===== config.mk =====
export PLATFORM = sky130hd
export DESIGN_NAME = pipelined_subtractor_64b_flat
export DESIGN_NICKNAME = d
export VERILOG_FILES = /design/src/rtl/math_pkg.sv /design/src/rtl/pipelined_subtractor_64b_if.sv /design/src/rtl/subtractor_32b.sv /design/src/rtl/pipelined_subtractor_64b.sv /design/src/flat_wrapper.sv
export SDC_FILE = /design/constraint.sdc
export NUM_CORES = 1
export LEC_CHECK = 0
export ABC_AREA = 1
export CELL_PAD_IN_SITES_DETAIL_PLACEMENT = 1
export CELL_PAD_IN_SITES_GLOBAL_PLACEMENT = 1
export CORE_MARGIN = 1.5
export CORE_UTILIZATION = 43
export CTS_BUF_LIST = sky130_fd_sc_hd__clkbuf_4 sky130_fd_sc_hd__clkbuf_8
export CTS_CLUSTER_DIAMETER = 80
export DETAILED_ROUTE_END_ITERATION = 10
export PLACE_DENSITY_LB_ADDON = 0.25
export SLEW_MARGIN = 30
export SYNTH_ARGS = -nofsm -noshare
export SYNTH_HDL_FRONTEND = slang
export SYNTH_HIERARCHICAL = 1
export SYNTH_SLANG_ARGS = --single-unit

===== constraint.sdc =====
create_clock -name clk_i -period 9.55 [get_ports clk_i]
set_clock_uncertainty 0.15 [all_clocks]
set_input_delay 1.4325 -clock clk_i [delete_from_list [all_inputs] [get_ports clk_i]]
set_output_delay 1.4325 -clock clk_i [all_outputs]
set_load 0.03 [all_outputs]

===== src/rtl/math_pkg.sv =====
// Shared arithmetic constants and the pipeline register layout for the
// 64-bit pipelined subtractor.
package math_pkg;

  localparam int DATA_W = 64;
  localparam int HALF_W = 32;

  // Contents of the first pipeline stage: the finished low half plus the
  // untouched high operands that the second stage still has to subtract.
  typedef struct packed {
    logic [HALF_W-1:0] diff_lo;
    logic              borrow_lo;
    logic [HALF_W-1:0] op1_hi;
    logic [HALF_W-1:0] op2_hi;
  } stage1_t;

endpackage


===== src/rtl/pipelined_subtractor_64b_if.sv =====
// Operand/result handshake bundle of the 64-bit pipelined subtractor.
// The master side offers operations and consumes results; the slave side is
// the subtractor itself.
interface pipelined_subtractor_64b_if;
  import math_pkg::*;

  logic [DATA_W-1:0] operand1_i;
  logic [DATA_W-1:0] operand2_i;
  logic              borrow_i;
  logic              valid_i;
  logic              ready_o;
  logic [DATA_W-1:0] diff_o;
  logic              borrow_o;
  logic              overflow_o;
  logic              valid_o;
  logic              ready_i;

  modport master (
    output operand1_i, operand2_i, borrow_i, valid_i, ready_i,
    input  ready_o, diff_o, borrow_o, overflow_o, valid_o
  );

  modport slave (
    input  operand1_i, operand2_i, borrow_i, valid_i, ready_i,
    output ready_o, diff_o, borrow_o, overflow_o, valid_o
  );

endinterface


===== src/rtl/subtractor_32b.sv =====
// Combinational 32-bit subtractor with borrow chaining: computes
// minuend - subtrahend - borrow and reports the unsigned borrow out.
module subtractor_32b
  import math_pkg::*;
(
  input  logic [HALF_W-1:0] minuend,
  input  logic [HALF_W-1:0] subtrahend,
  input  logic              borrow,
  output logic [HALF_W-1:0] diff,
  output logic              borrow_next
);

  logic [HALF_W:0] wide_diff;

  // One extra bit catches the wrap-around, which is exactly the borrow out.
  assign wide_diff   = {1'b0, minuend} - {1'b0, subtrahend} - {{HALF_W{1'b0}}, borrow};
  assign diff        = wide_diff[HALF_W-1:0];
  assign borrow_next = wide_diff[HALF_W];

endmodule


===== src/rtl/pipelined_subtractor_64b.sv =====
// Two-stage 64-bit subtractor with valid/ready handshakes on both sides.
// Stage 1 subtracts the low halves, stage 2 finishes the high halves using the
// registered low borrow and produces the registered result.
module pipelined_subtractor_64b
  import math_pkg::*;
(
  input  logic                        clk_i,
  input  logic                        rst_i,
  pipelined_subtractor_64b_if.slave   bus
);

  stage1_t           s1_data;
  logic              s1_valid;

  logic [DATA_W-1:0] s2_diff;
  logic              s2_borrow;
  logic              s2_overflow;
  logic              s2_valid;

  logic [HALF_W-1:0] lo_diff;
  logic              lo_borrow;
  logic [HALF_W-1:0] hi_diff;
  logic              hi_borrow;

  logic              s2_load;
  logic              s1_advance;
  logic              ready;
  logic              hi_overflow;

  subtractor_32b u_sub_lo (
    .minuend     (bus.operand1_i[HALF_W-1:0]),
    .subtrahend  (bus.operand2_i[HALF_W-1:0]),
    .borrow      (bus.borrow_i),
    .diff        (lo_diff),
    .borrow_next (lo_borrow)
  );

  subtractor_32b u_sub_hi (
    .minuend     (s1_data.op1_hi),
    .subtrahend  (s1_data.op2_hi),
    .borrow      (s1_data.borrow_lo),
    .diff        (hi_diff),
    .borrow_next (hi_borrow)
  );

  // Flow control: stage 2 refills when empty or drained this cycle, stage 1
  // only moves when stage 2 takes its contents. ready depends on ready_i and
  // state only, never on valid_i.
  assign s2_load    = !s2_valid || bus.ready_i;
  assign s1_advance = s1_valid && s2_load;
  assign ready      = !s1_valid || s1_advance;

  // Signed overflow: operands of opposite sign and a result whose sign
  // differs from the minuend.
  assign hi_overflow = (s1_data.op1_hi[HALF_W-1] != s1_data.op2_hi[HALF_W-1]) &&
                       (hi_diff[HALF_W-1] != s1_data.op1_hi[HALF_W-1]);

  // Stage 1 captures a new low-half result whenever it can move on, and
  // simply empties when nothing new is offered.
  always_ff @(posedge clk_i or posedge rst_i) begin
    if (rst_i) begin
      s1_valid <= 1'b0;
      s1_data  <= '0;
    end else if (ready) begin
      s1_valid <= bus.valid_i;
      if (bus.valid_i) begin
        s1_data.diff_lo   <= lo_diff;
        s1_data.borrow_lo <= lo_borrow;
        s1_data.op1_hi    <= bus.operand1_i[DATA_W-1:HALF_W];
        s1_data.op2_hi    <= bus.operand2_i[DATA_W-1:HALF_W];
      end
    end
  end

  // Stage 2 holds the final result until downstream takes it; data only
  // changes when a real operation moves in.
  always_ff @(posedge clk_i or posedge rst_i) begin
    if (rst_i) begin
      s2_valid    <= 1'b0;
      s2_diff     <= '0;
      s2_borrow   <= 1'b0;
      s2_overflow <= 1'b0;
    end else if (s2_load) begin
      s2_valid <= s1_valid;
      if (s1_valid) begin
        s2_diff     <= {hi_diff, s1_data.diff_lo};
        s2_borrow   <= hi_borrow;
        s2_overflow <= hi_overflow;
      end
    end
  end

  assign bus.ready_o    = ready;
  assign bus.valid_o    = s2_valid;
  assign bus.diff_o     = s2_diff;
  assign bus.borrow_o   = s2_borrow;
  assign bus.overflow_o = s2_overflow;

endmodule


===== src/flat_wrapper.sv =====
// flat-port wrapper written by rule: the top's interface ports become plain ports
module pipelined_subtractor_64b_flat import math_pkg::*;
  (clk_i, rst_i, bus_operand1_i, bus_operand2_i, bus_borrow_i, bus_valid_i, bus_ready_i, bus_ready_o, bus_diff_o, bus_borrow_o, bus_overflow_o, bus_valid_o);
  pipelined_subtractor_64b_if bus_i ();
  input  logic clk_i;
  input  logic rst_i;
  input wire logic [$bits(bus_i.operand1_i)-1:0] bus_operand1_i;
  input wire logic [$bits(bus_i.operand2_i)-1:0] bus_operand2_i;
  input wire logic [$bits(bus_i.borrow_i)-1:0] bus_borrow_i;
  input wire logic [$bits(bus_i.valid_i)-1:0] bus_valid_i;
  input wire logic [$bits(bus_i.ready_i)-1:0] bus_ready_i;
  output wire logic [$bits(bus_i.ready_o)-1:0] bus_ready_o;
  output wire logic [$bits(bus_i.diff_o)-1:0] bus_diff_o;
  output wire logic [$bits(bus_i.borrow_o)-1:0] bus_borrow_o;
  output wire logic [$bits(bus_i.overflow_o)-1:0] bus_overflow_o;
  output wire logic [$bits(bus_i.valid_o)-1:0] bus_valid_o;
  assign bus_i.operand1_i = bus_operand1_i;
  assign bus_i.operand2_i = bus_operand2_i;
  assign bus_i.borrow_i = bus_borrow_i;
  assign bus_i.valid_i = bus_valid_i;
  assign bus_i.ready_i = bus_ready_i;
  assign bus_ready_o = bus_i.ready_o;
  assign bus_diff_o = bus_i.diff_o;
  assign bus_borrow_o = bus_i.borrow_o;
  assign bus_overflow_o = bus_i.overflow_o;
  assign bus_valid_o = bus_i.valid_o;
  pipelined_subtractor_64b u_core (.clk_i(clk_i), .rst_i(rst_i), .bus(bus_i));
endmodule

==> results of run 1 <==
-- cell type report --
class / count / share of cell area (%)
Inverter: 441 / 10.6
Clock inverter: 13 / 0.703
Tap cell: 390 / 3.12
Clock buffer: 19 / 1.63
Sequential cell: 165 / 26.4
Multi-Input combinational cell: 1351 / 44.6
Timing Repair Buffer: 203 / 13.0
Antenna cell: 2 / 0.0320
-- final timing paths --
path	to	start	cells past startpoint
max	bus_ready_o	bus_ready_i	4
min	u_core/s1_data[43]	u_core/s1_data[43]	2
max reg2reg	u_core/bus.overflow_o	u_core/s1_data[32]	18
min reg2reg	u_core/s1_data[43]	u_core/s1_data[43]	2
max in group asynchronous	u_core/s1_data[34]	rst_i	3
min in group asynchronous	u_core/s1_data[23]	rst_i	2
-- stage by stage --
stage | hold slack [ps] | power [mW] | area [um2] | worst slack, ps | utilization (%)
floorplan | 292 | 2.36 | 13000 | 3510 | -
global placement | 301 | 2.97 | 15300 | 4780 | 51.4
detailed placement | 309 | 3.06 | 15300 | 4750 | 51.5
CTS | 331 | 3.58 | 15700 | 4750 | 52.7
global route | 354 | 3.84 | 15700 | 4680 | 52.7
finish | 327 | 3.54 | 15700 | 4760 | 52.7
-- synthesized netlist by cell type --
library cell and count:
nand2_1 836, inv_1 428, dfrtp_1 165, nand3_1 138
ha_1 124, nor2_1 76, nand2_2 60, a21oi_1 32
xor2_1 31, buf_2 25, inv_2 13, nor2_2 10
clkbuf_1 9, buf_4 8, nand3_2 6, nor3_2 5
o21ai_0 5, a21oi_2 4, buf_6 4, fa_1 4
nand2_4 4, nand4_1 3, nor2_4 3, a21o_1 2
and2_1 2, o21bai_1 2, or2_2 2, nor3_4 1
xnor2_1 1
-- power breakdown --
part	internal, mW	total, mW	switching (mW)
Clock	0.198	0.497	0.298
Sequential	0.899	1.02	0.123
Combinational	0.728	2.02	1.29
-- logic make-up (layout without fill, tap and decap cells) --
family | after synthesis | in the layout | share of synthesized area (%)
AND/OR/NAND/NOR | 1146 | 1146 | 36.9
adder cells (fa/ha/maj) | 128 | 128 | 12.5
flip-flops | 165 | 165 | 31.7
XOR/XNOR | 32 | 32 | 2.15
other | 0 | 2 | 0
buffers and inverters | 487 | 676 | 14.8
AO/OA/AOI/OAI | 45 | 45 | 1.92
-- per-layer routing --
metal  share of wire [%]  track usage, %
met1                  42            27.8
met5                   0               0
met2                  53            47.0
met4                 3.1            10.3
met3                 2.3            2.32
-- registers in the layout (all words and copies together), names as in the netlist --
register and flops:
u_core/s1_data 97, u_core/bus.valid_o 1, u_core/bus.overflow_o 1, u_core/bus.diff_o 64
u_core/bus.borrow_o 1, u_core/s1_valid 1
-- critical path: stages --
cell	delay (ps)
clkdlybuf4s50_1	410
inv_1	110
nand3_4	470
clkdlybuf4s50_1	770
==> summary.md, run 1 <==
| Metric | Value |
|---|---|
| Status | finished, final reports clean |
| First drt pass iteration count | 4 |
| Area growth from synthesis to layout | 20.4% |
| Hold bufs inserted after CTS | 0 |
| Final ANT Viol Nets | 0 |
| Setup repair bufs after CTS | 0 |
| Setup TNS Final | 0 ps |
| Register bit count reported by yosys | 165 |
| Synth cell types | 29 |
| CP arrival | 3210 ps |
| Slew Viols, Final | 0 |
| WL final | 37200 um |
| Worst Setup End Kind | output pin |
| Critical path required time | 7970 ps |
| VDD IR max | 0.0815 mV |
| Top cell type's share of synthesized area | 31.7% |
| Synth area leader | dfrtp_1 |
| Minimum clock period after layout | 4790 ps |
| First-pass GRT wire length | 61700 um |
| Via density | 4.79 |
| Area occupied by multi-input gates | 6980 um2 |
| Register area share after synthesis | 31.7% |
| Total die area | 31300 um2 |
| Kind of critical path | in -> out |
| Remaining global-route overflow | 0 |
| Worst skew pair latency | 490 ps |
| Synth Warn # | 6 |
| Hold Vio Cnt, Final | 0 |
| Worst Max-Slew Pin Slew | 801 ps |
| Most frequent cells in the layout | nand2_1, inv_1, clkdlybuf4s50_1 |
| Die width | 177 um |
| Most common cell after layout, fill and taps aside | nand2_1 |
| Cell Area, Synth | 13000 um2 |
| Root buffer cell | clkbuf_8 |
| Synthesized instance count | 2003 |
| Fillers | 4030 |
| Max-cap check violation count | 0 |
| Tot GR Track Use | 24.7% |
| HPWL Detailed | 29500 um |
| Starting Density | 43.8% |
| IO buf count | 200 |
| Layout cell share with drive strength beyond 1 | 6.66% |
| DR iter-0 viols | 479 |
| Worst Path Max Fanout | 45 |
| PostCTS Resize Cnt | 0 |
| Type of origin of the critical path | primary input |
| CTS Buf Count | 17 |
| Cells after DPL | 2550 |
| Register Area | 4130 um2 |
| Clock Pin Slew Worst Setup and Hold Paths | 90 ps |
| Max-slew headroom | 46.6% |
| WL/cell | 14.4 um |
| Fraction of the cycle the final worst path needs | 50.2% |
| Syn avg cell area | 6.50 um2 |
| Final setup viols | 0 |
| Via count | 12400 |
| Hold Crit Class | reg -> reg |
| Top post-synthesis cells by area | dfrtp_1, nand2_1, inv_1 |
| Core area | 29700 um2 |
| Fin nets | 2440 |
| CTS Sinks | 165 |
| FP Rows | 63 |
| Unrepaired setup endpoints after global routing | false |
| Flop-to-flop setup slack | 6760 ps |
| Top Ports | 201 |
| Leak pwr | 9.39 nW |
| Syn Nets | 2264 |
| Largest net degree at the start of global routing | 99 |
| Power per Cell Area | 226 nW/um2 |
| Die span in y | 177 um |
| TritonCTS clock tree | built |
| Drt drc | 0 |
| H-tree depth | 4 |
| Post-Layout Cell Count | 2584 |
| CTS Buffer Depth | 2 |
| FMAX | 209 MHz |
| Vias in the first global route | 13200 |
| Gpl congestion | 0.896 |
| Initial antenna violation count | 2 |
(Power assumes the default switching activity.)
==> run 2: changes to the inputs <==
Settings changed: CORE_UTILIZATION 43 to 40.
Clock period 9.55 ns to 4.5 ns, I/O delays scaled along.
==> summary.md, run 2 (same netlist as run 1, synthesis figures left out) <==
| Metric | Value |
|---|---|
| Status | finished, final reports clean |
| Area growth from synthesis to layout | 21.4% |
| HPWL Detailed | 30300 um |
| Hold bufs inserted after CTS | 0 |
| Minimum clock period after layout | 2950 ps |
| FMAX | 339 MHz |
| Cell breakdown of the critical path | inv_1 -> fa_1 -> inv_1 -> ha_1 -> o21ai_0 -> nand2_1 -> nand2_1 -> nand2_2 -> nand2_1 -> nand2_2 -> nand2_1 -> nand2_1 -> nand2_1 -> nand2_1 -> inv_1 -> nand3_1 -> nand2_1 -> nand2_1 -> nand2_1 |
| Fin nets | 2446 |
| Grt peak-use layer | met2 |
| Biggest register | u_core/s1_data |
| Unrepaired setup endpoints after global routing | false |
| Design Power | 7.52 mW |
| Die span in y | 183 um |
| Slew Viols, Final | 0 |
| Gpl congestion | 0.873 |
| Fillers | 4263 |
| Top Ports | 201 |
| WL final | 37500 um |
| Max incr delay on CP | 590 ps |
| Critical path required time | 4770 ps |
| H-tree depth | 4 |
| Worst Max-Slew Pin Slew | 727 ps |
| Via density | 4.68 |
| Total die area | 33600 um2 |
| Final core utilization | 49.7% |
| Clock Pin Slew Worst Setup and Hold Paths | 100 ps |
| Remaining global-route overflow | 0 |
| Initial antenna violation count | 1 |
| CTS Sinks | 165 |
| Placed Area | 15400 um2 |
| Worst skew pair latency | 490 ps |
| Hold Vio Cnt, Final | 0 |
| Kind of critical path | reg -> reg |
| Max reg flops | 97 |
| Cells after DPL | 2600 |
| CTS Buffer Depth | 2 |
| Final ANT Viol Nets | 0 |
| FP Rows | 65 |
| Via count | 12300 |
| Leak pwr | 9.43 nW |
| Most frequent cells in the layout | nand2_1, inv_1, clkdlybuf4s50_1 |
| GR Util met2 | 44.0% |
| Core area | 31800 um2 |
| Starting Density | 40.9% |
| Worst Setup End Kind | flip-flop |
| CP most frequent cell | nand2_1 |
| CP Buf/Inv Count | 3 |
| VDD IR max | 0.187 mV |
| IO buf count | 200 |
| Layout cell share with drive strength beyond 1 | 6.92% |
| M3 GR Usage | 2.52% |
| WL/cell | 14.2 um |
| Worst Path Max Fanout | 3 |
| Hold Crit Class | reg -> reg |
| PostCTS Resize Cnt | 0 |
| First drt pass iteration count | 5 |
| Final setup viols | 0 |
| Root buffer cell | clkbuf_8 |
| Vias in the first global route | 12900 |
| Fraction of the cycle the final worst path needs | 65.5% |
| Setup repair bufs after CTS | 0 |
| Final instance area | 15800 um2 |
| Largest net degree at the start of global routing | 166 |
| CTS Buf Count | 17 |
| Power per Cell Area | 476 nW/um2 |
| Setup TNS Final | 0 ps |
| CP arrival | 3210 ps |
| Most common cell after layout, fill and taps aside | nand2_1 |
| Tot GR Track Use | 23.2% |
| TritonCTS clock tree | built |
| Die width | 183 um |
| Type of origin of the critical path | flip-flop |
| Post-Layout Cell Count | 2634 |
| First-pass GRT wire length | 62300 um |
| Area occupied by multi-input gates | 6980 um2 |
| DR iter-0 viols | 393 |
| Max-slew headroom | 51.5% |
| Drt drc | 0 |
| GR Layer Usage met1 | 27.3% |
| Worst path top cell family by delay | simple AND/OR/NAND/NOR gates |
| Register Area | 4130 um2 |
| Slowest CP cell | fa_1 |
| Max-cap check violation count | 0 |
run 2: cell types whose count changed in the layout (fill, tap and decap cells not counted), sizes merged:
cell	change
buf	+6
clkbuf	-2
clkinv	-1
clkinvlp	+2
diode	-1
inv	+1
run 2: final timing paths:
check	from	to	slack [ps]	cells after the start
min reg2reg	u_core/s1_data[74]	u_core/s1_data[74]	330	2
max in group asynchronous	rst_i	u_core/s1_data[34]	2860	4
min	u_core/s1_data[74]	u_core/s1_data[74]	330	2
max reg2reg	u_core/s1_data[64]	u_core/bus.overflow_o	1550	19
min in group asynchronous	rst_i	u_core/bus.diff_o[1]	480	3
max	u_core/s1_data[64]	u_core/bus.overflow_o	1550	19
run 2: metrics by stage:
step,hold WS [ps],worst slack (ps)
final,330,1550
after global routing,355,1320
after CTS,335,1550
after detailed placement,308,1220
after global placement,300,1300
after floorplan,292,1580
run 2: report_power, final:
group          internal [mW]  leakage [nW]  switching [mW]
combinational           1.55          7.19            2.71
sequential              1.91          2.04           0.266
clock                  0.417         0.196           0.667
run 2: layout make-up:
| class | count | area share, % |
|---|---|---|
| antenna | 1 | 0.0158 |
| tap | 435 | 3.44 |
| clock inverter | 15 | 0.982 |
| multi-input combinational | 1351 | 44.2 |
| inverter | 441 | 10.5 |
| timing repair buffer | 209 | 13.3 |
| sequential | 165 | 26.1 |
| clock buffer | 17 | 1.48 |
run 2: metal layers:
| metal | wire length [um] | vias to the layer above | share of wire [%] |
|---|---|---|---|
| li1 | - | 6255 | - |
| met1 | 16300 | 5861 | 43 |
| met2 | 19600 | 158 | 52 |
| met3 | 674 | 40 | 1.8 |
| met4 | 888 | 0 | 2.4 |
| met5 | 0 | - | 0 |
run 2: worst min-delay path, delay by kind of cell, from the launching register on:
kind	cells	cell delay [ps]
and+or+nand+nor	2	90
DFF	1	360
==> run 3: changes to the inputs <==
Settings changed: CORE_UTILIZATION 40 to 36.
Clock period 4.5 ns to 2.7 ns, I/O delays scaled along.
==> summary.md, run 3 (same netlist as run 1, synthesis figures left out) <==
| Metric | Value |
|---|---|
| Comb pwr share | 57.3% |
| Most frequent cells in the layout | nand2_1, inv_1, clkdlybuf4s50_1 |
| Slew Viols, Final | 0 |
| Worst r2r src | u_core/s1_data[64] |
| Final ANT Viol Nets | 0 |
| Die width | 193 um |
| Worst Max-Slew Pin Slew | 735 ps |
| First-pass GRT wire length | 62500 um |
| Fraction of the cycle the final worst path needs | 94.4% |
| Placed Area | 16000 um2 |
| Total die area | 37300 um2 |
| CTS Sinks | 165 |
| Reg2reg end | u_core/bus.overflow_o |
| Worst skew pair latency | 490 ps |
| Sequential power share | 27.7% |
| WL final | 37700 um |
| Clock Pin Slew Worst Setup and Hold Paths | 90 ps |
| CTS Buffer Depth | 2 |
| Core area | 35600 um2 |
| CP arrival | 2820 ps |
| Max-slew headroom | 51.0% |
| Hold Vio Cnt, Final | 0 |
| Via density | 4.55 |
| CTS Buf Count | 17 |
| FMAX | 392 MHz |
| TritonCTS clock tree | built |
| Max-cap check violation count | 0 |
| Hold bufs inserted after CTS | 0 |
| DR iter-0 viols | 378 |
| Power per Cell Area | 795 nW/um2 |
| Die span in y | 193 um |
| Status | finished, final reports clean |
| Flop-to-flop setup slack | 150 ps |
| Worst Path Max Fanout | 2 |
| Critical path required time | 2970 ps |
| Starting Density | 36.6% |
| Hold Crit Class | in -> async |
| Area occupied by multi-input gates | 7110 um2 |
| IO buf count | 200 |
| First drt pass iteration count | 5 |
| Kind of critical path | reg -> reg |
| Minimum clock period after layout | 2550 ps |
| VDD IR max | 0.497 mV |
| Initial antenna violation count | 1 |
| Hold slack | 189 ps |
| Most common cell after layout, fill and taps aside | nand2_1 |
| Remaining global-route overflow | 0 |
| Tot GR Track Use | 21.1% |
| Clock power share | 14.9% |
| Final core utilization | 46.5% |
| Fillers | 4706 |
| P_sw | 6.12 mW |
| Vias in the first global route | 13200 |
| Int Power | 7.02 mW |
| Final instance area | 16500 um2 |
| Max reg flops | 97 |
| Leak pwr | 9.80 nW |
| Fin nets | 2515 |
| R2R depth | 19 |
| Layout cell share with drive strength beyond 1 | 11.1% |
| Type of origin of the critical path | flip-flop |
| HPWL Detailed | 31300 um |
| FP Rows | 69 |
| Root buffer cell | clkbuf_8 |
| Drt drc | 0 |
| Area growth from synthesis to layout | 27.0% |
| H-tree depth | 4 |
| Register Area | 4130 um2 |
| Largest net degree at the start of global routing | 69 |
| Switching share of power | 46.6% |
| Top Ports | 201 |
| Worst Setup End Kind | flip-flop |
| Via count | 12400 |
| Biggest register | u_core/s1_data |
| Final setup viols | 0 |
| WL/cell | 13.8 um |
| Gpl congestion | 0.894 |
| Unrepaired setup endpoints after global routing | true |
-- run 3: worst max path at each step --
stage / start / end / slack, ps / cells past startpoint
2_1_floorplan: rst_i / u_core/bus.borrow_o / 50 / 1
3_3_place_gp: bus_operand2_i[0] / u_core/s1_data[64] / -210 / 16
3_5_place_dp: bus_operand2_i[0] / u_core/s1_data[88] / -330 / 17
4_1_cts: u_core/s1_data[0] / u_core/bus.diff_o[61] / 10 / 15
5_1_grt: u_core/s1_data[64] / u_core/bus.overflow_o / -30 / 19
6_report: u_core/s1_data[64] / u_core/bus.overflow_o / 150 / 19
-- run 3: timing repair --
action / CTS / global route
setup endpoints to repair: 1 / 12
resized for setup: 2 / 37
pin swaps: 3 / 11
gates cloned: 0 / 0
buffers inserted: 0 / 0
-- run 3: layout make-up --
cell class,instances,share of cell area [%]
multi-input combinational,1351,43.0
sequential,165,25.0
clock buffer,18,1.50
tap,461,3.49
timing repair buffer,278,15.9
inverter,441,10.1
antenna,2,0.0303
clock inverter,13,1.04
-- run 3: power groups by stage --
stage | clock network, mW | logic [mW] | registers, mW
floorplan | 0 | 3.92 | 4.42
global placement | 0 | 7.26 | 3.67
detailed placement | 0 | 7.44 | 3.69
CTS | 2.04 | 7.49 | 3.65
global route | 2.13 | 8.47 | 3.72
finish | 1.96 | 7.53 | 3.64
-- run 3: critical path: stages, from the launching register on --
cell	delay, ps
dfrtp_1	380
inv_2	60
fa_2	620
inv_2	60
ha_4	150
o21ai_2	90
nand2_1	70
nand2_1	80
nand2_2	60
nand2_2	90
nand2_4	70
nand2_4	90
nand2_1	50
nand2_1	70
nand2_2	60
inv_2	50
nand3_1	70
nand2_1	60
nand2_1	40
nand2_1	90
-- run 3: metal layers --
layer	track usage, %	wire length, um	vias to the layer above
met5	0	0	-
met4	5.92	661	0
met3	2.21	747	27
met2	41.2	20400	149
met1	23.8	16000	5860
li1	-	-	6392
-- run 3: through the flow --
| stage | setup slack, ps | TNS (ps) | power [mW] | std cells |
|---|---|---|---|---|
| finish | 152 | 0 | 13.1 | 2729 |
| detailed placement | -334 | -5520 | 11.1 | 2696 |
| CTS | 14.2 | 0 | 13.2 | 2727 |
| floorplan | 46.2 | 0 | 8.34 | 2003 |
| global placement | -206 | -3500 | 10.9 | 2696 |
| global route | -28.9 | -30.5 | 14.3 | 2727 |
